--- config.mk ---
export PLATFORM = sky130hd
export DESIGN_NAME = prefetch_issue_arbiter
export DESIGN_NICKNAME = d
export VERILOG_FILES = /design/src/rtl/pf_arb_pkg.sv /design/src/rtl/pf_req_fifo.sv /design/src/rtl/prefetch_issue_arbiter.sv
export SDC_FILE = /design/constraint.sdc
export NUM_CORES = 1
export LEC_CHECK = 0
export CORE_MARGIN = 2
export CORE_UTILIZATION = 40
export CTS_CLUSTER_DIAMETER = 200
export DETAILED_ROUTE_END_ITERATION = 10
export RECOVER_POWER = 50
export SLEW_MARGIN = 20
export SYNTH_ARGS = -nofsm -noshare
export SYNTH_HDL_FRONTEND = slang
export SYNTH_HIERARCHICAL = 1
export SYNTH_SLANG_ARGS = --single-unit
--- constraint.sdc ---
create_clock -name clk -period 2.8 [get_ports clk]
set_input_delay 0.28 -clock clk [delete_from_list [all_inputs] [get_ports clk]]
set_output_delay 0.28 -clock clk [all_outputs]
set_load 0.1 [all_outputs]
--- src/rtl/pf_arb_pkg.sv ---
`default_nettype none
// ============================================================================
// Module      : pf_arb_pkg
// Description : Shared types and defaults for the prefetch issue arbiter.
//               This covers the FSM state encoding, the line-address type and
//               the default address/line geometry.
// Revision    : 1.0 - initial release
// ============================================================================
package pf_arb_pkg;

    localparam int DEF_ADDR_W        = 32;
    localparam int DEF_LINE_OFFSET_W = 6;

    // Line address at default geometry (byte address with offset bits removed)
    typedef logic [DEF_ADDR_W-DEF_LINE_OFFSET_W-1:0] line_addr_t;

    typedef enum logic [1:0] {
        ST_IDLE       = 2'd0,
        ST_REQ_DEMAND = 2'd1,
        ST_REQ_PF     = 2'd2
    } state_t;

endpackage : pf_arb_pkg
`default_nettype wire

--- src/rtl/pf_req_fifo.sv ---
`default_nettype none
// ============================================================================
// Module      : pf_req_fifo
// Description : Circular prefetch line queue. Each entry has a valid bit.
//               A parallel line compare (over valid entries) supports dedup.
//               A parallel match-invalidate supports cancel. A cancelled entry
//               keeps its slot until the consumer pops it.
// Revision    : 1.0 - initial release
// ============================================================================
module pf_req_fifo #(
    parameter int LINE_W = 26,
    parameter int DEPTH  = 4
) (
    input  logic                     clk,
    input  logic                     rst,
    input  logic                     push_i,
    input  logic [LINE_W-1:0]        push_line_i,
    input  logic                     pop_i,
    input  logic                     flush_i,
    input  logic                     cancel_i,
    input  logic [LINE_W-1:0]        cancel_line_i,
    input  logic [LINE_W-1:0]        match_line_i,
    output logic                     match_o,
    output logic                     head_valid_o,
    output logic [LINE_W-1:0]        head_line_o,
    output logic                     empty_o,
    output logic                     full_o,
    output logic [$clog2(DEPTH):0]   count_o
);

    localparam int PTR_W = $clog2(DEPTH);
    localparam int CNT_W = PTR_W + 1;

    logic [LINE_W-1:0] lines_q [DEPTH];
    logic [DEPTH-1:0]  valid_q, valid_d;
    logic [PTR_W-1:0]  head_q, tail_q;
    logic [CNT_W-1:0]  count_q;

    logic w_do_push;
    logic w_do_pop;

    assign empty_o      = (count_q == '0);
    assign full_o       = (count_q == CNT_W'(DEPTH));
    assign count_o      = count_q;
    assign head_valid_o = valid_q[head_q];
    assign head_line_o  = lines_q[head_q];

    // Fullness is the pre-pop value, so a push into a full queue is refused
    // even when the head leaves in the same cycle.
    assign w_do_push = push_i && !full_o && !flush_i;
    assign w_do_pop  = pop_i && !empty_o && !flush_i;

    // Dedup compare against every live entry
    always_comb begin
        match_o = 1'b0;
        for (int i = 0; i < DEPTH; i++) begin
            if (valid_q[i] && (lines_q[i] == match_line_i)) begin
                match_o = 1'b1;
            end
        end
    end

    // Next valid bits: cancel by line, then retire the head, then add the tail
    always_comb begin
        valid_d = valid_q;
        if (cancel_i) begin
            for (int i = 0; i < DEPTH; i++) begin
                if (lines_q[i] == cancel_line_i) begin
                    valid_d[i] = 1'b0;
                end
            end
        end
        if (w_do_pop) begin
            valid_d[head_q] = 1'b0;
        end
        if (w_do_push) begin
            valid_d[tail_q] = 1'b1;
        end
    end

    // Pointer, count and valid state; flush empties the queue
    always_ff @(posedge clk or posedge rst) begin
        if (rst) begin
            head_q  <= '0;
            tail_q  <= '0;
            count_q <= '0;
            valid_q <= '0;
        end else if (flush_i) begin
            head_q  <= '0;
            tail_q  <= '0;
            count_q <= '0;
            valid_q <= '0;
        end else begin
            valid_q <= valid_d;
            if (w_do_push) begin
                tail_q <= tail_q + PTR_W'(1);
            end
            if (w_do_pop) begin
                head_q <= head_q + PTR_W'(1);
            end
            count_q <= count_q + CNT_W'(w_do_push) - CNT_W'(w_do_pop);
        end
    end

    // Line storage needs no reset; the valid bits gate every read
    always_ff @(posedge clk) begin
        if (w_do_push) begin
            lines_q[tail_q] <= push_line_i;
        end
    end

endmodule : pf_req_fifo
`default_nettype wire

--- src/rtl/prefetch_issue_arbiter.sv ---
`default_nettype none
// ============================================================================
// Module      : prefetch_issue_arbiter
// Description : Shares one memory request port between demand misses and
//               queued stream prefetches. Demand misses have strict priority
//               and cancel queued prefetches on the same line. Duplicate and
//               overflowing prefetches are dropped and counted. The number of
//               in-flight prefetches is throttled.
// Revision    : 1.0 - initial release
// ============================================================================
module prefetch_issue_arbiter
    import pf_arb_pkg::*;
#(
    parameter int ADDR_W             = DEF_ADDR_W,
    parameter int LINE_OFFSET_W      = DEF_LINE_OFFSET_W,
    parameter int FIFO_DEPTH         = 4,
    parameter int MAX_PF_OUTSTANDING = 2
) (
    input  logic                          clk,
    input  logic                          rst,
    input  logic                          miss_v_i,
    input  logic [ADDR_W-1:0]             miss_addr_i,
    output logic                          miss_ready_o,
    input  logic                          pf_v_i,
    input  logic [ADDR_W-1:0]             pf_addr_i,
    input  logic                          flush_i,
    output logic                          mem_req_v_o,
    output logic [ADDR_W-1:0]             mem_req_addr_o,
    output logic                          mem_req_pf_o,
    input  logic                          mem_req_ready_i,
    input  logic                          mem_resp_v_i,
    input  logic                          mem_resp_pf_i,
    output logic [3:0]                    pf_outstanding_o,
    output logic [$clog2(FIFO_DEPTH):0]   pf_queue_count_o,
    output logic [15:0]                   pf_drop_cnt_o
);

    localparam int LINE_W = ADDR_W - LINE_OFFSET_W;

    state_t              state_q, state_d;
    logic [LINE_W-1:0]   req_line_q, req_line_d;
    logic                req_pf_q, req_pf_d;
    logic [3:0]          pf_out_q;
    logic [15:0]         drop_q;

    logic [LINE_W-1:0]   w_miss_line;
    logic [LINE_W-1:0]   w_pf_line;
    logic [LINE_W-1:0]   w_head_line;
    logic                w_match;
    logic                w_head_valid;
    logic                w_empty;
    logic                w_full;
    logic                w_pop;
    logic                w_cancel;
    logic                w_pf_take;
    logic                w_pf_dup;
    logic                w_push;
    logic                w_drop;
    logic                w_pf_room;
    logic                w_pf_issue;
    logic                w_pf_resp;
    logic                w_unused_offset;

    assign w_miss_line = miss_addr_i[ADDR_W-1:LINE_OFFSET_W];
    assign w_pf_line   = pf_addr_i[ADDR_W-1:LINE_OFFSET_W];

    // Byte-offset bits never take part in any line decision
    assign w_unused_offset = ^{miss_addr_i[LINE_OFFSET_W-1:0], pf_addr_i[LINE_OFFSET_W-1:0]};

    assign w_pf_room = (pf_out_q < 4'(MAX_PF_OUTSTANDING));

    // A prefetch is redundant if its line is already queued, already on the
    // request port, or is the demand miss presented this cycle.
    assign w_pf_take = pf_v_i && !flush_i;
    assign w_pf_dup  = w_match
                    || ((state_q != ST_IDLE) && (w_pf_line == req_line_q))
                    || (miss_v_i && (w_pf_line == w_miss_line));
    assign w_push    = w_pf_take && !w_full && !w_pf_dup;
    assign w_drop    = w_pf_take && (w_full || w_pf_dup);

    assign w_pf_issue = (state_q == ST_REQ_PF) && mem_req_ready_i;
    assign w_pf_resp  = mem_resp_v_i && mem_resp_pf_i;

    assign miss_ready_o     = (state_q == ST_IDLE) && miss_v_i;
    assign mem_req_v_o      = (state_q != ST_IDLE);
    assign mem_req_addr_o   = {req_line_q, {LINE_OFFSET_W{1'b0}}};
    assign mem_req_pf_o     = req_pf_q;
    assign pf_outstanding_o = pf_out_q;
    assign pf_drop_cnt_o    = drop_q;

    pf_req_fifo #(
        .LINE_W (LINE_W),
        .DEPTH  (FIFO_DEPTH)
    ) u_fifo (
        .clk           (clk),
        .rst           (rst),
        .push_i        (w_push),
        .push_line_i   (w_pf_line),
        .pop_i         (w_pop),
        .flush_i       (flush_i),
        .cancel_i      (w_cancel),
        .cancel_line_i (w_miss_line),
        .match_line_i  (w_pf_line),
        .match_o       (w_match),
        .head_valid_o  (w_head_valid),
        .head_line_o   (w_head_line),
        .empty_o       (w_empty),
        .full_o        (w_full),
        .count_o       (pf_queue_count_o)
    );

    // Arbitration: demand first, then a throttled prefetch, else skip a cancelled head
    always_comb begin
        state_d    = state_q;
        req_line_d = req_line_q;
        req_pf_d   = req_pf_q;
        w_pop      = 1'b0;
        w_cancel   = 1'b0;
        case (state_q)
            ST_IDLE: begin
                if (miss_v_i) begin
                    state_d    = ST_REQ_DEMAND;
                    req_line_d = w_miss_line;
                    req_pf_d   = 1'b0;
                    w_cancel   = 1'b1;
                end else if (!w_empty) begin
                    if (!w_head_valid) begin
                        w_pop = 1'b1;
                    end else if (w_pf_room && !flush_i) begin
                        w_pop      = 1'b1;
                        state_d    = ST_REQ_PF;
                        req_line_d = w_head_line;
                        req_pf_d   = 1'b1;
                    end
                end
            end
            ST_REQ_DEMAND, ST_REQ_PF: begin
                if (mem_req_ready_i) begin
                    state_d = ST_IDLE;
                end
            end
            default: state_d = ST_IDLE;
        endcase
    end

    // State and request register; reset abandons any pending request
    always_ff @(posedge clk or posedge rst) begin
        if (rst) begin
            state_q    <= ST_IDLE;
            req_line_q <= '0;
            req_pf_q   <= 1'b0;
        end else begin
            state_q    <= state_d;
            req_line_q <= req_line_d;
            req_pf_q   <= req_pf_d;
        end
    end

    // In-flight prefetch count; simultaneous issue and response cancel out
    always_ff @(posedge clk or posedge rst) begin
        if (rst) begin
            pf_out_q <= '0;
        end else if (w_pf_issue && !w_pf_resp) begin
            pf_out_q <= pf_out_q + 4'd1;
        end else if (!w_pf_issue && w_pf_resp && (pf_out_q != 4'd0)) begin
            pf_out_q <= pf_out_q - 4'd1;
        end
    end

    // Saturating count of dropped prefetches
    always_ff @(posedge clk or posedge rst) begin
        if (rst) begin
            drop_q <= '0;
        end else if (w_drop && (drop_q != 16'hFFFF)) begin
            drop_q <= drop_q + 16'd1;
        end
    end

endmodule : prefetch_issue_arbiter
`default_nettype wire
# Word-level counts from Yosys, hierarchy flattened
# Memory sizes are Yosys's and may differ from the RTL's.
# Cells that the tools add are included.
totals:
  n_memories: 1
  input_bits: 72
  word_cells: 137
  mem_bits_rw: 104
  ff_bits: 60
mem_list:
  columns: ["name", "depth", "width", "read_ports", "rd_ports_with_merged_regs", "wr", "line", "text"]
  rows:
  - ["u_fifo.lines_q", 4, 26, 5, 0, 1, "pf_req_fifo.sv:34", "logic [LINE_W-1:0] lines_q [DEPTH];"]
classes:
  magnitude_cmp: 5
  reduce_logical: 45
  n_eq_ne: 19
  muxes: 48
  bitwise: 3
  addsub: 7
ops:
  columns: ["op", "n"]
  rows:
  - ["$eq 26x26->1", 10]
  - ["$mux 26", 4]
  - ["$logic_and 1x1->1", 24]
  - ["$mux 1", 24]
  - ["$mux 4", 6]
  - ["$mux 2", 9]
  - ["$add 16x1->16 const B", 1]
  - ["$ne 16x16->1 const B", 1]
  - ["$reduce_bool 2->1", 6]
  - ["$reduce_and 4->1", 2]
  - ["$logic_not 1->1", 6]
  - ["$lt 2x3->1 const B", 2]
  - ["$ne 3x3->1 const B", 2]
  - ["$add 2x1->2 const B", 2]
  - ["$add 4x1->4 const B", 1]
  - ["$and 4x4->4", 1]
  - ["$demux 1 s2", 2]
  - ["$ge 2x1->1 const B", 2]
  - ["$lt 4x2->1 const B", 1]
  - ["$ne 2x2->1 const B", 2]
  - ["$not 4->4", 1]
  - ["$or 4x4->4", 1]
  - ["$pmux 2 s2", 1]
  - ["$reduce_bool 4->1", 1]
  - ["13 further kinds", 15]

# Logic depth before layout (Yosys ltp)
# Gate-level depths: netlist of the first run.
# An unclocked memory read counts as a cell.
logic_depth:
  ltp_word: 16
  mapped_depth: 19

# Hierarchy
# Netlist of the first run, hierarchy kept.
by_module_without_submodules:
  columns: ["module", "cells_per_inst", "n_inst", "area_each_um2", "seq_area_each_um2"]
  rows:
  - ["pf_req_fifo", 508, 1, 6871.6, 3398.3]
  - ["prefetch_issue_arbiter", 313, 1, 3080.5, 1226.2]

# Worst setup path after synthesis of the first run
# Ideal clock, no wire load.
synth_path:
  path_kind: "register to register"
  startpoint: "register pf_out_q[3] (netlist: pf_outstanding_o[3])"
  endpoint: "register u_fifo.count_q[2] (netlist: u_fifo/count_o[2])"
  path_stages_with_launch: 13
  path_buffers: 1
  required_time_ns: 2.670
  setup_slack_ns: -0.483
  setup_time_ns: 0.130
  arrival_time_ns: 3.152
  path_cell_list: "dfrtp_1 or4_1 a211oi_1 nor2b_1 clkbuf_1 and2_1 ha_1 inv_1 ha_1 inv_1 fa_1 xnor2_1 nor2_1"
synth_via:
  elab_chain_len: 11
synth_lines:
  columns: ["element", "line", "text"]
  rows:
  - ["start, declared", "prefetch_issue_arbiter.sv:43", "logic [3:0] pf_out_q;"]
  - ["start signal, assigned", "prefetch_issue_arbiter.sv:164", "pf_out_q <= pf_out_q + 4'd1;"]
  - ["start signal, assigned", "prefetch_issue_arbiter.sv:166", "pf_out_q <= pf_out_q - 4'd1;"]
  - ["$lt 4x2->1", "prefetch_issue_arbiter.sv:70", "assign w_pf_room = (pf_out_q < 4'(MAX_PF_OUTSTANDING));"]
  - ["$logic_and 1x1->1", "prefetch_issue_arbiter.sv:129", "end else if (w_pf_room && !flush_i) begin"]
  - ["$mux 1", "prefetch_issue_arbiter.sv:129", null]
  - ["$mux 1", "prefetch_issue_arbiter.sv:127", "if (!w_head_valid) begin"]
  - ["$mux 1", "prefetch_issue_arbiter.sv:126", "end else if (!w_empty) begin"]
  - ["$mux 1", "prefetch_issue_arbiter.sv:121", "if (miss_v_i) begin"]
  - ["$mux 1", "prefetch_issue_arbiter.sv:119", "case (state_q)"]
  - ["via w_pop", "prefetch_issue_arbiter.sv:53", "logic w_pop;"]
  - ["$logic_and 1x1->1 (2 in series)", "pf_req_fifo.sv:51", "assign w_do_pop = pop_i && !empty_o && !flush_i;"]
  - ["$sub 3x1->3", "pf_req_fifo.sv:101", "count_q <= count_q + CNT_W'(w_do_push) - CNT_W'(w_do_pop);"]
  - ["$mux 3", "pf_req_fifo.sv:88", "end else if (flush_i) begin"]
  - ["end signal, assigned", "pf_req_fifo.sv:101", null]
  - ["end, declared", "pf_req_fifo.sv:37", "logic [CNT_W-1:0] count_q;"]
# The timed path passes the listed nets, and every way through them passes these cells.
# A chain may end at the register's enable or synchronous reset.

# Final worst setup path of the first run
layout_path:
  startpoint: "input port pf_addr_i[6]"
  endpoint: "register u_fifo.count_q[1] (netlist: u_fifo/count_o[1])"
layout_via:
  elab_chain_len: 15
  word_cells_on_any_way: 25
  cone_classes: "add/sub (2); eq/ne (6); mux (5); reduce/logical (12)"
layout_lines:
  columns: ["element", "line", "text"]
  rows:
  - ["start, declared", "prefetch_issue_arbiter.sv:25", "input logic [ADDR_W-1:0] pf_addr_i,"]
  - ["$eq 26x26->1", "pf_req_fifo.sv:57", "if (valid_q[i] && (lines_q[i] == match_line_i)) begin"]
  - ["$logic_and 1x1->1", "pf_req_fifo.sv:57", null]
  - ["$mux 1 (3 in series)", "pf_req_fifo.sv:57", null]
  - ["$mux 1 *", "pf_req_fifo.sv:57", null]
  - ["via w_match", "prefetch_issue_arbiter.sv:49", "logic w_match;"]
  - ["$logic_or 1x1->1 *", "prefetch_issue_arbiter.sv:76", "|| ((state_q != ST_IDLE) && (w_pf_line == req_line_q))"]
  - ["$logic_or 1x1->1 *", "prefetch_issue_arbiter.sv:77", "|| (miss_v_i && (w_pf_line == w_miss_line));"]
  - ["$logic_not 1->1 *", "prefetch_issue_arbiter.sv:78", "assign w_push = w_pf_take && !w_full && !w_pf_dup;"]
  - ["$logic_and 1x1->1 *", "prefetch_issue_arbiter.sv:78", null]
  - ["via w_push", "prefetch_issue_arbiter.sv:57", "logic w_push;"]
  - ["$logic_and 1x1->1 * (2 in series)", "pf_req_fifo.sv:50", "assign w_do_push = push_i && !full_o && !flush_i;"]
  - ["$add 3x1->3 *", "pf_req_fifo.sv:101", null]
  - ["$sub 3x1->3 *", "pf_req_fifo.sv:101", null]
  - ["$mux 3 *", "pf_req_fifo.sv:88", null]
# Mark *: on every way through the listed nets, which the timed path passes. The rest lies on a longest branch.

==> flow_summary.ini, run 1 <==
[outcome]
outcome = finished, violations left
violations = negative setup slack

[setup_path]
path_cells = dlygate4sd3_1 -> buf_4 -> xnor2_1 -> nand4_1 -> nor4_1 -> nand4_1 -> nand4_1 -> nor2_1 -> o21ai_2 -> nor3b_2 -> nand2b_1 -> nor2_2 -> inv_2 -> ha_4 -> inv_4 -> ha_4 -> inv_2 -> fa_2 -> nor2_1
r2r_end = u_fifo/count_o[1]
worstSetupEndpointType = flip-flop
worst-path-stages = 19
path_buf_inv = 5
worstSetupStartpointType = input port
arrival_ns = 3.41
cp-endpoint = u_fifo/count_o[1]
slowest_stage = dlygate4sd3_1
r2r_cells = 17
worst-setup-path-type = input port to flip-flop
path_max_fanout = 7
crit_required_ns = 3.13
timing.critical_path.mode_cell = nand4_1
crit_family = simple AND/OR/NAND/NOR gates
max_stage_delay_ns = 0.53
rr_startpoint = u_fifo/lines_q[1][6]
crit_start = pf_addr_i[6]
timing.reg2reg.setup_slack_ns = -0.21

[final_layout]
layout_commonest_cell = buf_4
drive_above_1_share = 0.348
final_core_utilization = 0.568
design_area_mm2 = 0.0138
syn_to_final_growth_pct = 39.1
most-common-layout-cells = 254 x buf_4, 144 x xnor2_1, 123 x xor2_1, 104 x edfxtp_1, 48 x nand4_1
num_antenna_cells = 0
finalNetCount = 1258

[floorplanning]
coreArea_mm2 = 0.0244
num_rows = 57
chipWidth_um = 162
start_util = 0.408
die_h_um = 162
ios = 130
fp.dieArea_mm2 = 0.0262

[timing]
finalHoldViolCount = 0
period_share = 1.10
fmax_mhz = 325
worst_slack_ns = -0.275
holdWs_ns = 0.231
final_max_slew_viol_count = 0
worstMarginPinSlew_ns = 1.20
final-setup-viol-count = 2
rsz0062_at_grt = true
period_needed_ns = 3.08
skew_ns = 0.0126
relSlewSlack = 0.201

[place]
port_buffers = 111
place_area_mm2 = 0.0131
dp_hpwl_um = 26200
routabilityCongestion = 1.07
post-place-ws_ns = -0.882

[power_and_ir_drop]
sw_frac_of_total = 0.443
leakagePower_nw = 5.48
p_int_w = 0.00525
combPwrFrac = 0.420
pwr_density_cell_mw_per_mm2 = 680
finalPower_w = 0.00942
power.switching_w = 0.00418
p_seq_frac = 0.340
peakVddDrop_mv = 0.768
p_clk_frac = 0.240

[drt]
final_antenna_net_count = 0
vias = 7997
routedWlPerCell_um = 22.6
firstDrtPassIters = 4
route.detailed.drc = 0
drt_iter0_markers = 757
routed_wl_um = 34100
drt-vias-per-instance = 5.31

[logic_synthesis]
netlist_instances = 821
synth.avg_cell_area_um2 = 12.1
synth_seq_area_share = 0.465
ys.warnings.count = 6
synth_cell_types = 46
mappedNetlistArea_mm2 = 0.00995
synth_seq_cells = 164

[clock_tree]
cts.reportedPaths.clkPinSlew_ns = 0.07
cts_root_buf = clkbuf_16
ctsHoldBuffers = 0
tritoncts = built
clockBufferDepth = 2
cts_buffers = 17
ctsHtreeMaxLevel = 4
cts_sinks = 164
clock_latency_ns = 0.44

[global_routing]
grt_pass1_wl_um = 49500
overflow = 0
antenna_found_initial = 0
first_global_vias = 7985
grt_max_degree = 53
track_usage = 0.260

[flow_run]
drv_cap = 0

[hold_path]
worst_hold_path_type = input port to flip-flop
==> registers in the layout, indices dropped and copies added (netlist names) <==
register and cells:
pf_outstanding_o 4, u_fifo/lines_q 104, state_q 2, u_fifo/tail_q 2, pf_drop_cnt_o 16, mem_req_pf_o 1
u_fifo/count_o 3, u_fifo/valid_q 4, u_fifo/head_q 2, req_line_q 26
==> cells by family (layout without fill, tap and decap cells) <==
family / count (synthesis) / after routing / synth area share
compound gates: 45 / 45 / 0.0265
xor+xnor: 280 / 280 / 0.246
fa+ha+maj: 17 / 17 / 0.0229
simple gates: 190 / 190 / 0.109
other cells: 1 / 6 / 0.000377
buf+inv: 65 / 421 / 0.0362
mux: 59 / 59 / 0.0938
flops: 164 / 164 / 0.465
==> worst register-to-register path, delay by kind of cell, from the launching register on <==
kind | cells | cell delay [ns]
adders and majority gates | 3 | 0.81
AOI/OAI and AO/OA | 1 | 0.09
DFF | 1 | 0.43
and+or+nand+nor | 9 | 1.23
buffers and inverters | 3 | 0.14
xor gates and xnor gates | 1 | 0.20
==> timing repair <==
item	in CTS	in global routing
gates cloned	0	4
resized for setup	29	18
setup buffers	5	3
pin swaps	16	12
hold endpoints to repair	0	0
setup endpoints to repair	69	74
==> routing by layer <==
layer  part of all wire  vias up  GRT usage
met1               0.41     3945      0.336
li1                   -     3614          -
met3              0.082       71     0.0656
met2               0.47      367      0.423
met5                  0        -          0
met4              0.038        0      0.103
==> through the flow <==
| stage | setup TNS (ns) | std cells |
|---|---|---|
| after floorplan | -0.105 | 826 |
| after global routing | -0.989 | 1506 |
| after global placement | -51.93 | 1462 |
| final | -0.540 | 1506 |
| after CTS | -0.302 | 1499 |
| after detailed placement | -55.57 | 1462 |
==> layout make-up <==
type                            instances  area [µm²]
Fill cell                            2156       10500
Multi-Input combinational cell        597        5190
Sequential cell                       164        4710
Timing Repair Buffer                  374        2930
Clock buffer                           20         467
Tap cell                              324         405
Clock inverter                         12        90.1
Inverter                               15        58.8
==> power by group through the flow <==
stage / clock network (W) / logic (W) / registers [W]
floorplan: 0 / 0.000968 / 0.00492
global placement: 0 / 0.00400 / 0.00325
detailed placement: 0 / 0.00402 / 0.00326
CTS: 0.00231 / 0.00405 / 0.00321
global route: 0.00241 / 0.00414 / 0.00325
finish: 0.00226 / 0.00396 / 0.00321
==> Yosys cell counts, drive strengths merged <==
| library cell | number | area share |
|---|---|---|
| o211ai | 1 | 0.0013 |
| and4 | 2 | 0.0018 |
| nor2 | 15 | 0.0057 |
| edfxtp | 104 | 0.31 |
| dfrtp | 60 | 0.15 |
| a21oi | 5 | 0.0025 |
| nand3 | 11 | 0.0055 |
| nand4 | 49 | 0.031 |
| xnor2 | 154 | 0.14 |
| mux2 | 4 | 0.0045 |
| fa | 2 | 0.0040 |
| nand2b | 4 | 0.0025 |
| and3 | 1 | 0.00063 |
| and2b | 1 | 0.00075 |
| mux2i | 28 | 0.028 |
| and2 | 6 | 0.0038 |
| nor3 | 17 | 0.011 |
| clkbuf | 23 | 0.0087 |
| nor4 | 34 | 0.024 |
| nor3b | 4 | 0.0035 |
| inv | 15 | 0.0057 |
| a41o | 4 | 0.0040 |
| nor2b | 3 | 0.0019 |
| conb | 1 | 0.00038 |
| or2 | 1 | 0.00063 |
| o21ai | 32 | 0.016 |
| mux4 | 27 | 0.061 |
| a21o | 1 | 0.00075 |
| a211oi | 2 | 0.0015 |
| or4 | 2 | 0.0019 |
| nand2 | 40 | 0.015 |
| xor2 | 126 | 0.11 |
| ha | 15 | 0.019 |
| buf | 27 | 0.022 |
==> worst min path at each step <==
stage               slack, ns  depth (start not counted)              from                   end
global route             0.24                          1      pf_addr_i[9]  u_fifo/lines_q[1][3]
detailed placement       0.50                          1  pf_drop_cnt_o[9]      pf_drop_cnt_o[9]
CTS                      0.21                          2               rst      u_fifo/tail_q[0]
floorplan                0.13                          1               rst      u_fifo/head_q[0]
finish                   0.23                          1      pf_addr_i[9]  u_fifo/lines_q[3][3]
global placement         0.48                          1  pf_drop_cnt_o[9]      pf_drop_cnt_o[9]
No activity file was read; power rests on OpenSTA's default activity.
==> run 2: changes to the inputs <==
- CTS_CLUSTER_DIAMETER: 200 -> 40
==> results of run 2 <==
Same layout as run 1: the final DEF is identical, and so are final timing and power.
==> run 3: changes to the inputs <==
- SYNTH_HIERARCHICAL: 1 -> default
- TNS_END_PERCENT: default -> 30
==> flow_summary.ini, run 3 <==
[power_and_ir_drop]
combPwrFrac = 0.445
sw_frac_of_total = 0.462
p_seq_frac = 0.328
p_int_w = 0.00553
finalPower_w = 0.0103
pwr_density_cell_mw_per_mm2 = 804
power.switching_w = 0.00475
p_clk_frac = 0.227
leakagePower_nw = 4.89
peakVddDrop_mv = 0.770

[timing]
final_max_slew_viol_count = 0
worstMarginPinSlew_ns = 1.19
skew_ns = 0.0157
final-setup-viol-count = 3
period_share = 1.01
fin_setup_tns_ns = -0.0337
worst_slack_ns = -0.0309
fmax_mhz = 353
relSlewSlack = 0.213
period_needed_ns = 2.83
finalHoldViolCount = 0

[final_layout]
finalNetCount = 1143
drive_above_1_share = 0.234
num_antenna_cells = 0
final_core_utilization = 0.512
syn_to_final_growth_pct = 26.5
regMostFlops = u_fifo.lines_q
layout_commonest_cell = xnor2_1
most-common-layout-cells = 148 x xnor2_1, 147 x buf_4, 130 x xor2_1, 104 x edfxtp_1, 55 x dfrtp_1
largest_reg_flops = 104
final_cells = 1397

[place]
dp_hpwl_um = 26900
dp.cells = 1365
post-place-ws_ns = -0.542
port_buffers = 111
routabilityCongestion = 0.967

[drt]
drt-vias-per-instance = 5.28
firstDrtPassIters = 5
route.detailed.drc = 0
final_antenna_net_count = 0
drt_iter0_markers = 674
routed_wl_um = 33900
routedWlPerCell_um = 24.3
vias = 7370

[setup_path]
path_max_fanout = 6
worstSetupStartpointType = input port
path_cells = dlygate4sd3_1 -> buf_4 -> xor2_1 -> nor4_1 -> nand4_1 -> nand3_2 -> nor3_2 -> ha_1 -> inv_1 -> fa_1 -> nor2_1
arrival_ns = 3.19
worst-setup-path-type = input port to flip-flop
slowest_stage = nor4_1
crit_required_ns = 3.16
worstSetupEndpointType = flip-flop
max_stage_delay_ns = 0.69
timing.reg2reg.setup_slack_ns = 0.06

[logic_synthesis]
synth-edff-count = 104
synth_area_leaders = edfxtp_1 31%, dfrtp_1 15%, xnor2_1 13%
synth.most_common_cell = xnor2_1
ys.flop_type = edfxtp_1
ys.warnings.count = 0
mappedNetlistArea_mm2 = 0.0101
synth_seq_cells = 164
synth_seq_area_share = 0.458
synth_top_area_cell = edfxtp_1
synth.avg_cell_area_um2 = 12.0
netlist_instances = 845
synth_commonest_cells = 150 x xnor2_1, 130 x xor2_1, 104 x edfxtp_1
synth_cell_types = 45
ys_async_sr_fraction = 0.366
synth_top_area_share = 0.309

[global_routing]
grt_max_degree = 41
overflow = 0
track_usage = 0.262
grt_pass1_wl_um = 49400
first_global_vias = 7352
antenna_found_initial = 0

[floorplanning]
die_h_um = 163
num_rows = 58
start_util = 0.405
coreArea_mm2 = 0.0250
fp.dieArea_mm2 = 0.0265
chipWidth_um = 163
ios = 130

[clock_tree]
clockBufferDepth = 2
cts_setup_buffers = 0
tritoncts = built
ctsHtreeMaxLevel = 4
ctsHoldBuffers = 0
clock_latency_ns = 0.44
cts.reportedPaths.clkPinSlew_ns = 0.07
cts_sinks = 164
cts_root_buf = clkbuf_16
cts_buffers = 17

[hold_path]
worst_hold_path_type = input port to flip-flop

[flow_run]
drv_cap = 0

[outcome]
outcome = finished, violations left
violations = negative setup slack
run 3: cell types whose count changed after synthesis, sizes merged, moves of 4 or more:
| cell | previous run | this run |
|---|---|---|
| clkbuf | 23 | 8 |
| xor2 | 126 | 130 |
| a41o | 4 | 0 |
| nand3 | 11 | 15 |
| nor4 | 34 | 44 |
| a21oi | 5 | 10 |
| buf | 27 | 66 |
| a31o | 0 | 4 |
run 3: per-layer routing:
| metal | wire, µm | part of all wire | vias up | global-route usage |
|---|---|---|---|---|
| met5 | 0 | 0 | - | 0 |
| met4 | 1060 | 0.031 | 0 | 0.0965 |
| met3 | 2000 | 0.059 | 43 | 0.0448 |
| met2 | 15700 | 0.46 | 295 | 0.412 |
| met1 | 15200 | 0.45 | 3636 | 0.366 |
| li1 | - | - | 3396 | - |
run 3: repair_timing:
item | in CTS | in global routing
gates resized for setup | 1 | 4
endpoints found under the setup margin | 110 | 14
pin swaps | 0 | 0
run 3: cell families (layout without fill, tap and decap cells):
logic type | after synthesis | count (layout) | synth area share
XOR/XNOR | 281 | 281 | 0.244
AND/OR/NAND/NOR | 187 | 187 | 0.103
flip-flops | 164 | 164 | 0.458
buffers and inverters | 89 | 306 | 0.0542
multiplexers | 56 | 56 | 0.0893
AO/OA/AOI/OAI | 50 | 50 | 0.0281
adder cells (fa/ha/maj) | 17 | 17 | 0.0225
other | 1 | 6 | 0.000371
run 3: layout make-up:
cell class                      instances  area (µm²)
Multi-Input combinational cell        597        5010
Sequential cell                       164        4630
Tap cell                              330         413
Clock buffer                           21         483
Clock inverter                         11        86.3
Inverter                               15        56.3
Fill cell                            2257       12200
Timing Repair Buffer                  259        2100
run 3: stage by stage:
stage                     hold slack (ns)  area (µm²)
after floorplan                     0.379       10100
after global placement              0.481       12300
after detailed placement            0.481       12300
after CTS                           0.231       12900
after global routing                0.333       12800
final                               0.284       12800
run 3: worst paths after layout:
kind                                    from                  end  cells after the start
min                                 miss_v_i           state_q[1]                      3
max reg2reg                       state_q[0]    u_fifo.valid_q[1]                      9
min reg2reg                pf_drop_cnt_o[10]    pf_drop_cnt_o[10]                      1
min in group asynchronous                rst  pf_outstanding_o[1]                      2
max                            pf_addr_i[20]    u_fifo.count_o[1]                     11
max in group asynchronous                rst     u_fifo.head_q[0]                      3
run 3: power groups by stage:
| stage | registers [W] | logic (W) | clock network (W) |
|---|---|---|---|
| final | 0.00337 | 0.00457 | 0.00233 |
| after global routing | 0.00342 | 0.00478 | 0.00246 |
| after CTS | 0.00338 | 0.00473 | 0.00237 |
| after detailed placement | 0.00342 | 0.00471 | 0 |
| after global placement | 0.00341 | 0.00470 | 0 |
| after floorplan | 0.00507 | 0.00156 | 0 |
run 3: worst max-delay path: cells and delay by family:
family,cells,cell delay [ns]
and+or+nand+nor,5,1.27
buffers and inverters,3,0.87
xor gates and xnor gates,1,0.16
adders and majority gates,2,0.62
